===== config.mk =====
export PLATFORM = sky130hd
export DESIGN_NAME = spi_send
export DESIGN_NICKNAME = d
export VERILOG_FILES = /design/src/rtl/spi_pkg.sv /design/src/rtl/spi_send_fifo.sv /design/src/rtl/spi_send.sv
export SDC_FILE = /design/constraint.sdc
export NUM_CORES = 1
export LEC_CHECK = 0
export ABC_AREA = 1
export ABC_CLOCK_PERIOD_IN_PS = 9550
export CAP_MARGIN = 10
export CORE_ASPECT_RATIO = 0.75
export CORE_MARGIN = 2
export CORE_UTILIZATION = 42
export CTS_CLUSTER_DIAMETER = 40
export DETAILED_ROUTE_END_ITERATION = 10
export GPL_TIMING_DRIVEN = 0
export PLACE_DENSITY = 0.64
export SLEW_MARGIN = 20
export SYNTH_ARGS = -nofsm -noshare
export SYNTH_HDL_FRONTEND = slang
export SYNTH_SLANG_ARGS = --single-unit

===== constraint.sdc =====
create_clock -name axi_aclk -period 9.55 [get_ports axi_aclk]
set_input_delay 1.4325 -clock axi_aclk [delete_from_list [all_inputs] [get_ports axi_aclk]]
set_output_delay 1.4325 -clock axi_aclk [all_outputs]
set_load 0.02 [all_outputs]

===== src/rtl/spi_pkg.sv =====
// spi_pkg: shared widths, FSM states and default idle byte for the SPI send/receive pair.
package spi_pkg;
    localparam int SPI_BYTE_W = 8;
    localparam logic [SPI_BYTE_W-1:0] IDLE_BYTE_DEFAULT = 8'hFF;
    typedef enum logic [1:0] {IDLE, LOAD, SHIFT} state_e;
endpackage


===== src/rtl/spi_send_fifo.sv =====
// spi_send_fifo: synchronous FIFO with full/empty flags and occupancy count.
module spi_send_fifo #(
    parameter int W     = 9,
    parameter int DEPTH = 16
) (
    input  logic                       clk,
    input  logic                       rst_n,
    input  logic                       wr_en,
    input  logic [W-1:0]               wr_data,
    input  logic                       rd_en,
    output logic [W-1:0]               rd_data,
    output logic                       full,
    output logic                       empty,
    output logic [$clog2(DEPTH):0]     count
);
    localparam int AW = $clog2(DEPTH);
    logic [W-1:0] mem_q [DEPTH];
    logic [AW:0]  wr_ptr_q, rd_ptr_q;

    // Extra pointer bit tells a full FIFO apart from an empty one.
    assign full    = (wr_ptr_q[AW] != rd_ptr_q[AW]) && (wr_ptr_q[AW-1:0] == rd_ptr_q[AW-1:0]);
    assign empty   = wr_ptr_q == rd_ptr_q;
    assign count   = wr_ptr_q - rd_ptr_q;
    assign rd_data = mem_q[rd_ptr_q[AW-1:0]];

    always_ff @(posedge clk)
        if (wr_en && !full) mem_q[wr_ptr_q[AW-1:0]] <= wr_data;

    always_ff @(posedge clk or negedge rst_n)
        if (!rst_n) begin
            wr_ptr_q <= '0;
            rd_ptr_q <= '0;
        end else begin
            if (wr_en && !full) wr_ptr_q <= wr_ptr_q + 1'b1;
            if (rd_en && !empty) rd_ptr_q <= rd_ptr_q + 1'b1;
        end
endmodule


===== src/rtl/spi_send.sv =====
// spi_send: slave-side SPI mode-0 transmitter fed by an AXI-Stream byte FIFO.
module spi_send
    import spi_pkg::*;
#(
    parameter int                    FIFO_DEPTH = 16,
    parameter logic [SPI_BYTE_W-1:0] IDLE_BYTE  = IDLE_BYTE_DEFAULT
) (
    input  logic                  axi_aclk,
    input  logic                  axi_aresetn,
    input  logic [SPI_BYTE_W-1:0] s_axis_tdata,
    input  logic                  s_axis_tvalid,
    output logic                  s_axis_tready,
    input  logic                  s_axis_tlast,
    input  logic                  spi_clk,
    input  logic                  spi_cs,
    output logic                  spi_miso,
    output logic                  spi_miso_oe,
    output logic                  tx_underrun,
    output logic                  tx_abort,
    output logic                  tx_frame_done
);
    localparam int AW = $clog2(FIFO_DEPTH);

    logic [2:0]            cs_sync_q, clk_sync_q;
    logic                  cs_rise, cs_fall, sclk_rise, sclk_fall;
    state_e                state_q;
    logic [2:0]            bit_cnt_q;
    logic [SPI_BYTE_W-1:0] shift_q;
    logic                  last_q;
    logic                  wr, rd, full, empty;
    logic [SPI_BYTE_W:0]   rd_data;
    logic [AW:0]           count, count_d;

    assign cs_rise   = cs_sync_q[1] & ~cs_sync_q[2];
    assign cs_fall   = ~cs_sync_q[1] & cs_sync_q[2];
    assign sclk_rise = clk_sync_q[1] & ~clk_sync_q[2];
    assign sclk_fall = ~clk_sync_q[1] & clk_sync_q[2];

    assign wr      = s_axis_tvalid & s_axis_tready & ~full;
    assign rd      = (state_q == LOAD) & ~empty;
    assign count_d = count + (AW+1)'(wr) - (AW+1)'(rd);

    spi_send_fifo #(.W(SPI_BYTE_W + 1), .DEPTH(FIFO_DEPTH)) u_fifo (
        .clk     (axi_aclk),
        .rst_n   (axi_aresetn),
        .wr_en   (wr),
        .wr_data ({s_axis_tlast, s_axis_tdata}),
        .rd_en   (rd),
        .rd_data (rd_data),
        .full    (full),
        .empty   (empty),
        .count   (count)
    );

    always_ff @(posedge axi_aclk or negedge axi_aresetn)
        if (!axi_aresetn) begin
            cs_sync_q     <= '0;
            clk_sync_q    <= '0;
            s_axis_tready <= 1'b0;
        end else begin
            cs_sync_q     <= {cs_sync_q[1:0], spi_cs};
            clk_sync_q    <= {clk_sync_q[1:0], spi_clk};
            s_axis_tready <= count_d != (AW+1)'(FIFO_DEPTH);
        end

    always_ff @(posedge axi_aclk or negedge axi_aresetn)
        if (!axi_aresetn) begin
            state_q       <= IDLE;
            bit_cnt_q     <= '0;
            shift_q       <= '0;
            last_q        <= 1'b0;
            spi_miso      <= 1'b1;
            spi_miso_oe   <= 1'b0;
            tx_underrun   <= 1'b0;
            tx_abort      <= 1'b0;
            tx_frame_done <= 1'b0;
        end else begin
            tx_underrun   <= 1'b0;
            tx_abort      <= 1'b0;
            tx_frame_done <= 1'b0;
            if (cs_fall) begin
                state_q     <= IDLE;
                bit_cnt_q   <= '0;
                spi_miso    <= 1'b1;
                spi_miso_oe <= 1'b0;
                tx_abort    <= (state_q == SHIFT) && (bit_cnt_q != 3'd0);
            end else begin
                case (state_q)
                    IDLE: if (cs_rise) state_q <= LOAD;
                    LOAD: begin
                        shift_q     <= empty ? IDLE_BYTE : rd_data[SPI_BYTE_W-1:0];
                        spi_miso    <= empty ? IDLE_BYTE[SPI_BYTE_W-1] : rd_data[SPI_BYTE_W-1];
                        last_q      <= ~empty & rd_data[SPI_BYTE_W];
                        tx_underrun <= empty;
                        spi_miso_oe <= 1'b1;
                        bit_cnt_q   <= '0;
                        state_q     <= SHIFT;
                    end
                    SHIFT:
                        if (sclk_rise) begin
                            bit_cnt_q     <= bit_cnt_q + 3'd1;
                            tx_frame_done <= (bit_cnt_q == 3'd7) && last_q;
                        end else if (sclk_fall) begin
                            // bit_cnt back at 0 means all 8 bits were sampled: fetch the next byte.
                            if (bit_cnt_q == 3'd0) state_q <= LOAD;
                            else begin
                                shift_q  <= shift_q << 1;
                                spi_miso <= shift_q[SPI_BYTE_W-2];
                            end
                        end
                    default: state_q <= IDLE;
                endcase
            end
        end
endmodule


; Word-level counts from Yosys, hierarchy flattened
; Memories as Yosys holds them, arrays and structs flattened.
; Cells that the tools add are included.
[classes]
bitwise_logic = 15
n_mux = 30
addsub = 6
reduce_logical = 18
eq_ne = 16
[ops]
columns = operator, count
row1 = $mux W7, 4
row2 = $mux W1, 15
row3 = $ne A3 B3 Y1 const B, 5
row4 = $pmux W7 S2, 1
row5 = $add A5 B1 Y5 const B, 2
row6 = $mux W2, 5
row7 = $and A1 B1 Y1, 8
row8 = $reduce_and A4 Y1, 2
row9 = $not A1 Y1, 7
row10 = $mux W3, 2
row11 = $ne A2 B2 Y1 const B, 3
row12 = $pmux W2 S3, 1
row13 = $pmux W3 S2, 1
row14 = $reduce_bool A3 Y1, 2
row15 = $add A5 B1 Y5, 1
row16 = $eq A5 B5 Y1, 1
row17 = $logic_and A1 B1 Y1, 5
row18 = $ne A5 B5 Y1 const B, 1
row19 = $reduce_and A5 Y1, 1
row20 = $sub A5 B1 Y5, 1
row21 = $sub A5 B5 Y5, 1
row22 = $eq A4 B4 Y1, 1
row23 = $reduce_and A2 Y1, 2
row24 = $reduce_bool A2 Y1, 2
row25 = other kinds (10), 11
[totals]
reg_bits = 35
elab_cells = 100
mem_bits_rw = 144
memories = 1
[memory_table]
columns = memory, depth, word_bits, rd, rd_clocked_by_memory_dff, wr, line
row1 = u_fifo.mem_q, 16, 9, 1, 0, 1, spi_send_fifo.sv:17  ; logic [W-1:0] mem_q [DEPTH];

; Depth between registers and ports, before layout
[depth]
depth_word = 7
depth_mapped = 15
depth_no_buf = 15

; Cells and area by module
; From an unflattened synthesis, not the netlist that was laid out.
[hier_totals]
hier_cells = 857
hier_area_um2 = 8260.4
[by_module_without_submodules]
columns = mod, seq_area_each_um2, cells_per_inst, n_inst, area_per_inst_um2
row1 = spi_send_fifo, 4574.4, 679, 1, 6871.6
row2 = spi_send, 626.9, 178, 1, 1388.8

; Worst setup path before layout
; OpenSTA, ideal clock, no wires.
[synth_timing]
kind = flip-flop to flip-flop
start = register u_fifo.wr_ptr_q[2]
end = register s_axis_tready
required_ps = 9420
arrival_time_ps = 3210
synth_period_minus_slack_ps = 3340
path_slack_ps = 6210
path_stages_with_launch = 15
n_path_buf = 0
path_cell_list = dfrtp_1 > inv_1 > ha_1 > nand2_1 > a21oi_2 > nand3_2 > nand2_2 > inv_2 > fa_1 > inv_1 > fa_1 > ha_1 > fa_1 > nor4_1 > nand3_1
[synth_between]
elab_chain_len = 7
elab_cells_between_ends = 11
cone_classes = add/sub (3) / eq/ne (3) / bitwise (4) / reduce/logical (1)
[synth_rtl]
columns = item, line
row1 = "start, declared", spi_send_fifo.sv:18  ; logic [AW:0] wr_ptr_q, rd_ptr_q;
row2 = "start signal, assigned", spi_send_fifo.sv:34  ; if (wr_en && !full) wr_ptr_q <= wr_ptr_q + 1'b1;
row3 = "parallel branches: the longest is 5 deep, another holds $sub A5 B5 Y5", n/a
row4 = $sub A5 B1 Y5 (*), spi_send.sv:41  ; assign count_d = count + (AW+1)'(wr) - (AW+1)'(rd);
row5 = $ne A5 B5 Y1 (*), spi_send.sv:63  ; s_axis_tready <= count_d != (AW+1)'(FIFO_DEPTH);
row6 = "end signal, assigned", spi_send.sv:63
row7 = "end, declared", spi_send.sv:12  ; output logic s_axis_tready,
; Mark *: on every way between the ends.
; A chain may end at the register's enable or synchronous reset.

; Final worst setup path
; Ends and elaborated chain as after synthesis.

==> metrics.md <==
| Metric | Value |
|---|---|
| Clk_lat worst skew | about 0.44 ns |
| RSZ-0062 raised after global routing | no |
| Max-cap viol count | 0 |
| Largest net degree at the start of global routing | 20 |
| Vias in the first global route | 4,986 |
| Setup TNS | 0 ns |
| Critical path arrival | around 4.2 ns |
| Synthesized netlist cell count | 674 |
| Final Hold Fails | 0 |
| Met1 wire length | 8.26 mm |
| Seq/Total Area, Yosys | between 60 and 70% |
| Family with the most delay on the worst path | adder cells |
| Mapped Avg Cell Area | 11.4 µm² |
| Post-CTS setup buffer count | 0 |
| Post-CTS Resized | 0 |
| Core area | 17,800 µm² |
| Yosys warning total | 0 |
| Worst VDD drop | 161 µV |
| Met3 WL | 1.58 mm |
| Chip Height | around 120 µm |
| Synth area leader | edfxtp_1 |
| Critical Path Max Stage Delay | 0.44 ns |
| Tightest Hold Check Type | reg -> reg |
| Slew headroom | between 30% and 40% |
| Post-route clock skew | 0.0155 ns |
| Multi-input logic area | roughly 2200 µm² |
| Top cell by count, worst path | fa_1 |
| DR iter-0 viols | around 670 |
| Placed inst area | 8350 µm² |
| Worst slew pin tran | 1.04 ns |
| GRT Residual Overflow | 0 |
| # DRC | 0 |
| CTS tree | built |
| Most common library cells after synthesis | 144 x edfxtp_1, 128 x nor2_1, 105 x nand2_1 |
| Count leader, synth | edfxtp_1 |
| Max-slew violations | 0 |
| P&R area growth vs syn | 15.8% |
| Pre-Repair DR Iteration Count | 5 |
| I/O Pins | 20 |
| Root buffer cell | clkbuf_16 |
| Routed met2 length | around 8.3 mm |
| FF+latch count, synth | 179 |
| Detailed Place HPWL | 12.4 mm |
| Routed length per instance | between 15 and 20 µm |
| Share of layout cells above drive strength 1 | between 10% and 20% |
| Worst Path Max Fanout | 6 |
| DR top layer | met4 |
| Initial antenna violation count | 0 |
| DIE AREA | 19,400 µm² |
| Pwr Density | 313 nW/µm² |
| Count of final setup violators | 0 |
| Diodes inserted | 0 |
| Post-layout min period | slightly below 4 ns |
| Drt via density | 5.27 |
| Fmax | 0.260 GHz |
| Starting Density | between 40% and 50% |
| Post-synth top area share | a little under three fifths |
| Register area | 5200 µm² |
| Routability congestion estimate | 0.841 |
| Main flop type after synthesis | edfxtp_1 |
| Routed vias | between 5,000 and 6,000 |
| Total Wirelength | between 15 and 20 mm |
| First-pass GRT wire length | 28.3 mm |
| Bufs on Longest Clock Path | 2 |
| Port bufs | 19 |
| Library cells used by synthesis | 35 |
| Clock slew seen by the registers of the worst setup and hold paths | ~0.070 ns |
| Fillers | 1,558 |
| Top cells by area, synth | edfxtp_1 56%, dfrtp_1 11%, nor2_1 6.2% |
| Lkg Pwr | roughly 3.4 nW |
| Final nets | 755 |
| Post-synth EDFFs | 144 |
| Critical-path top delay cell | fa_1 |
| Hold-fix buffers, CTS | 0 |
| Crit-path cells | inv_1 > ha_1 > nand2_1 > a21oi_2 > nand3_2 > nand2_2 > inv_2 > fa_1 > inv_1 > fa_1 > ha_1 > fa_1 > nor4_1 > nand3_1 |
| Status | finished clean |
| CTS Buf Count | 17 |
| Post-Syn Nets | 707 |
| Die X | 160 µm |
| Std-Cell Rows | 42 |
| CP Class | reg -> reg |
| Critical Path Sink Type | flip-flop |
| Critical Path Start Type | flip-flop |
| H-Tree Depth | 4 |
| CP required | 9.86 ns |
| Post-DRT Antenna Nets | 0 |
| Clock Sink Count | 179 |
| Final worst-path cycle share | 40.3% |
| Gr usage total | 19.9% |
| Synthesized area | 7690 µm² |
| Final Instance Area | approximately 8900 µm² |
| Async set-or-reset flop fraction in the synthesized netlist | 19.6% |
| Crit path buf inv count | 3 |
cells by family after synthesis:
kind of cell | Yosys count | synth area share (%)
adder cells (fa/ha/maj) | 19 | 3.38
buffers and inverters | 67 | 4.21
AND/OR/NAND/NOR | 286 | 15.5
XOR/XNOR | 12 | 1.37
flip-flops | 179 | 67.6
AO/OA/AOI/OAI | 111 | 7.95
routing by layer:
layer | track usage (%) | vias up
met5 | 0 | -
met4 | 5.69 | 0
met2 | 30.9 | 191
met3 | 3.86 | 27
met1 | 28.7 | 2514
li1 | - | 2415
path summary, 6_finish.rpt:
kind	from	endpoint	slack (ns)	cells after the start
worst max-delay path	u_fifo.wr_ptr_q[2]$_DFFE_PN0P_	s_axis_tready$_DFF_PN0_	5.70	14
worst min-delay path	clk_sync_q[0]$_DFF_PN0_	clk_sync_q[1]$_DFF_PN0_	0.35	0
worst max register to register	u_fifo.wr_ptr_q[2]$_DFFE_PN0P_	s_axis_tready$_DFF_PN0_	5.70	14
worst min register to register	clk_sync_q[0]$_DFF_PN0_	clk_sync_q[1]$_DFF_PN0_	0.35	0
max in group asynchronous	axi_aresetn	spi_miso$_DFFE_PN1P_	8.09	2
min in group asynchronous	axi_aresetn	shift_q[0]$_DFFE_PN0P_	0.95	1
flip-flops by register name (all words and copies together), names as in the netlist:
register,flops
tx_abort,1
last_q,1
u_fifo.mem_q,144
shift_q,7
bit_cnt_q,3
tx_underrun,1
spi_miso,1
u_fifo.wr_ptr_q,5
u_fifo.rd_ptr_q,5
cs_sync_q,3
state_q,2
s_axis_tready,1
tx_frame_done,1
clk_sync_q,3
spi_miso_oe,1
cells in the final DEF (no fill, tap or decap), types with 2 or more instances in the layout:
cell type and n:
edfxtp_1 144, nor2_1 128, nand2_1 105, o21ai_0 75
dfrtp_1 34, inv_1 32, nand3_1 26, clkdlybuf4s50_1 18
buf_4 17, clkbuf_16 17, o211ai_1 16, ha_1 16
nor3_2 14, buf_2 11, xor2_1 8, o21ai_1 8
inv_2 7, a21oi_1 6, clkbuf_1 5, xnor2_1 4
buf_6 4, inv_6 4, nor2_2 3, fa_1 3
inv_8 3, nand3_2 2, nand2_2 2, nor2_4 2
clkinv_1 2, o22ai_1 2, clkinv_4 2, clkinvlp_4 2
clkinv_8 2
layout make-up:
class / instances / share of cell area [%]
sequential: 179 / 58.4
multi-input combinational: 428 / 25.1
clock buffer: 18 / 4.82
tap: 242 / 3.40
timing repair buffer: 29 / 3.15
buffer: 26 / 1.91
inverter: 41 / 1.73
clock inverter: 13 / 1.50
stage by stage:
step / util (%) / worst slack [ns] / std cells / hold slack [ns] / total power (W)
final: 50.0 / 5.70 / 976 / 0.352 / 0.00278
after global routing: 50.0 / 5.46 / 976 / 0.357 / 0.00296
after CTS: 50.0 / 5.66 / 976 / 0.356 / 0.00278
after detailed placement: 46.8 / 5.67 / 945 / 0.340 / 0.00212
after global placement: 45.9 / 5.62 / 935 / 0.334 / 0.00206
after floorplan: - / 6.21 / 674 / 0.331 / 0.00175
worst reg2reg max path, delay by kind of cell (launching register included):
family / cells / cell delay (ns)
fa+ha+maj: 5 / 1.90
simple gates: 5 / 0.95
flops: 1 / 0.41
buf+inv: 3 / 0.30
compound gates: 1 / 0.15
power breakdown:
part / total (W) / leakage (nW) / internal (W) / switching, W
registers: 0.00102 / 1.73 / 0.000956 / 0.0000619
clock network: 0.000665 / 0.269 / 0.000345 / 0.000320
logic: 0.00110 / 1.37 / 0.000362 / 0.000740
total: 0.00278 / 3.37 / 0.00166 / 0.00112
(Power assumes the default switching activity.)
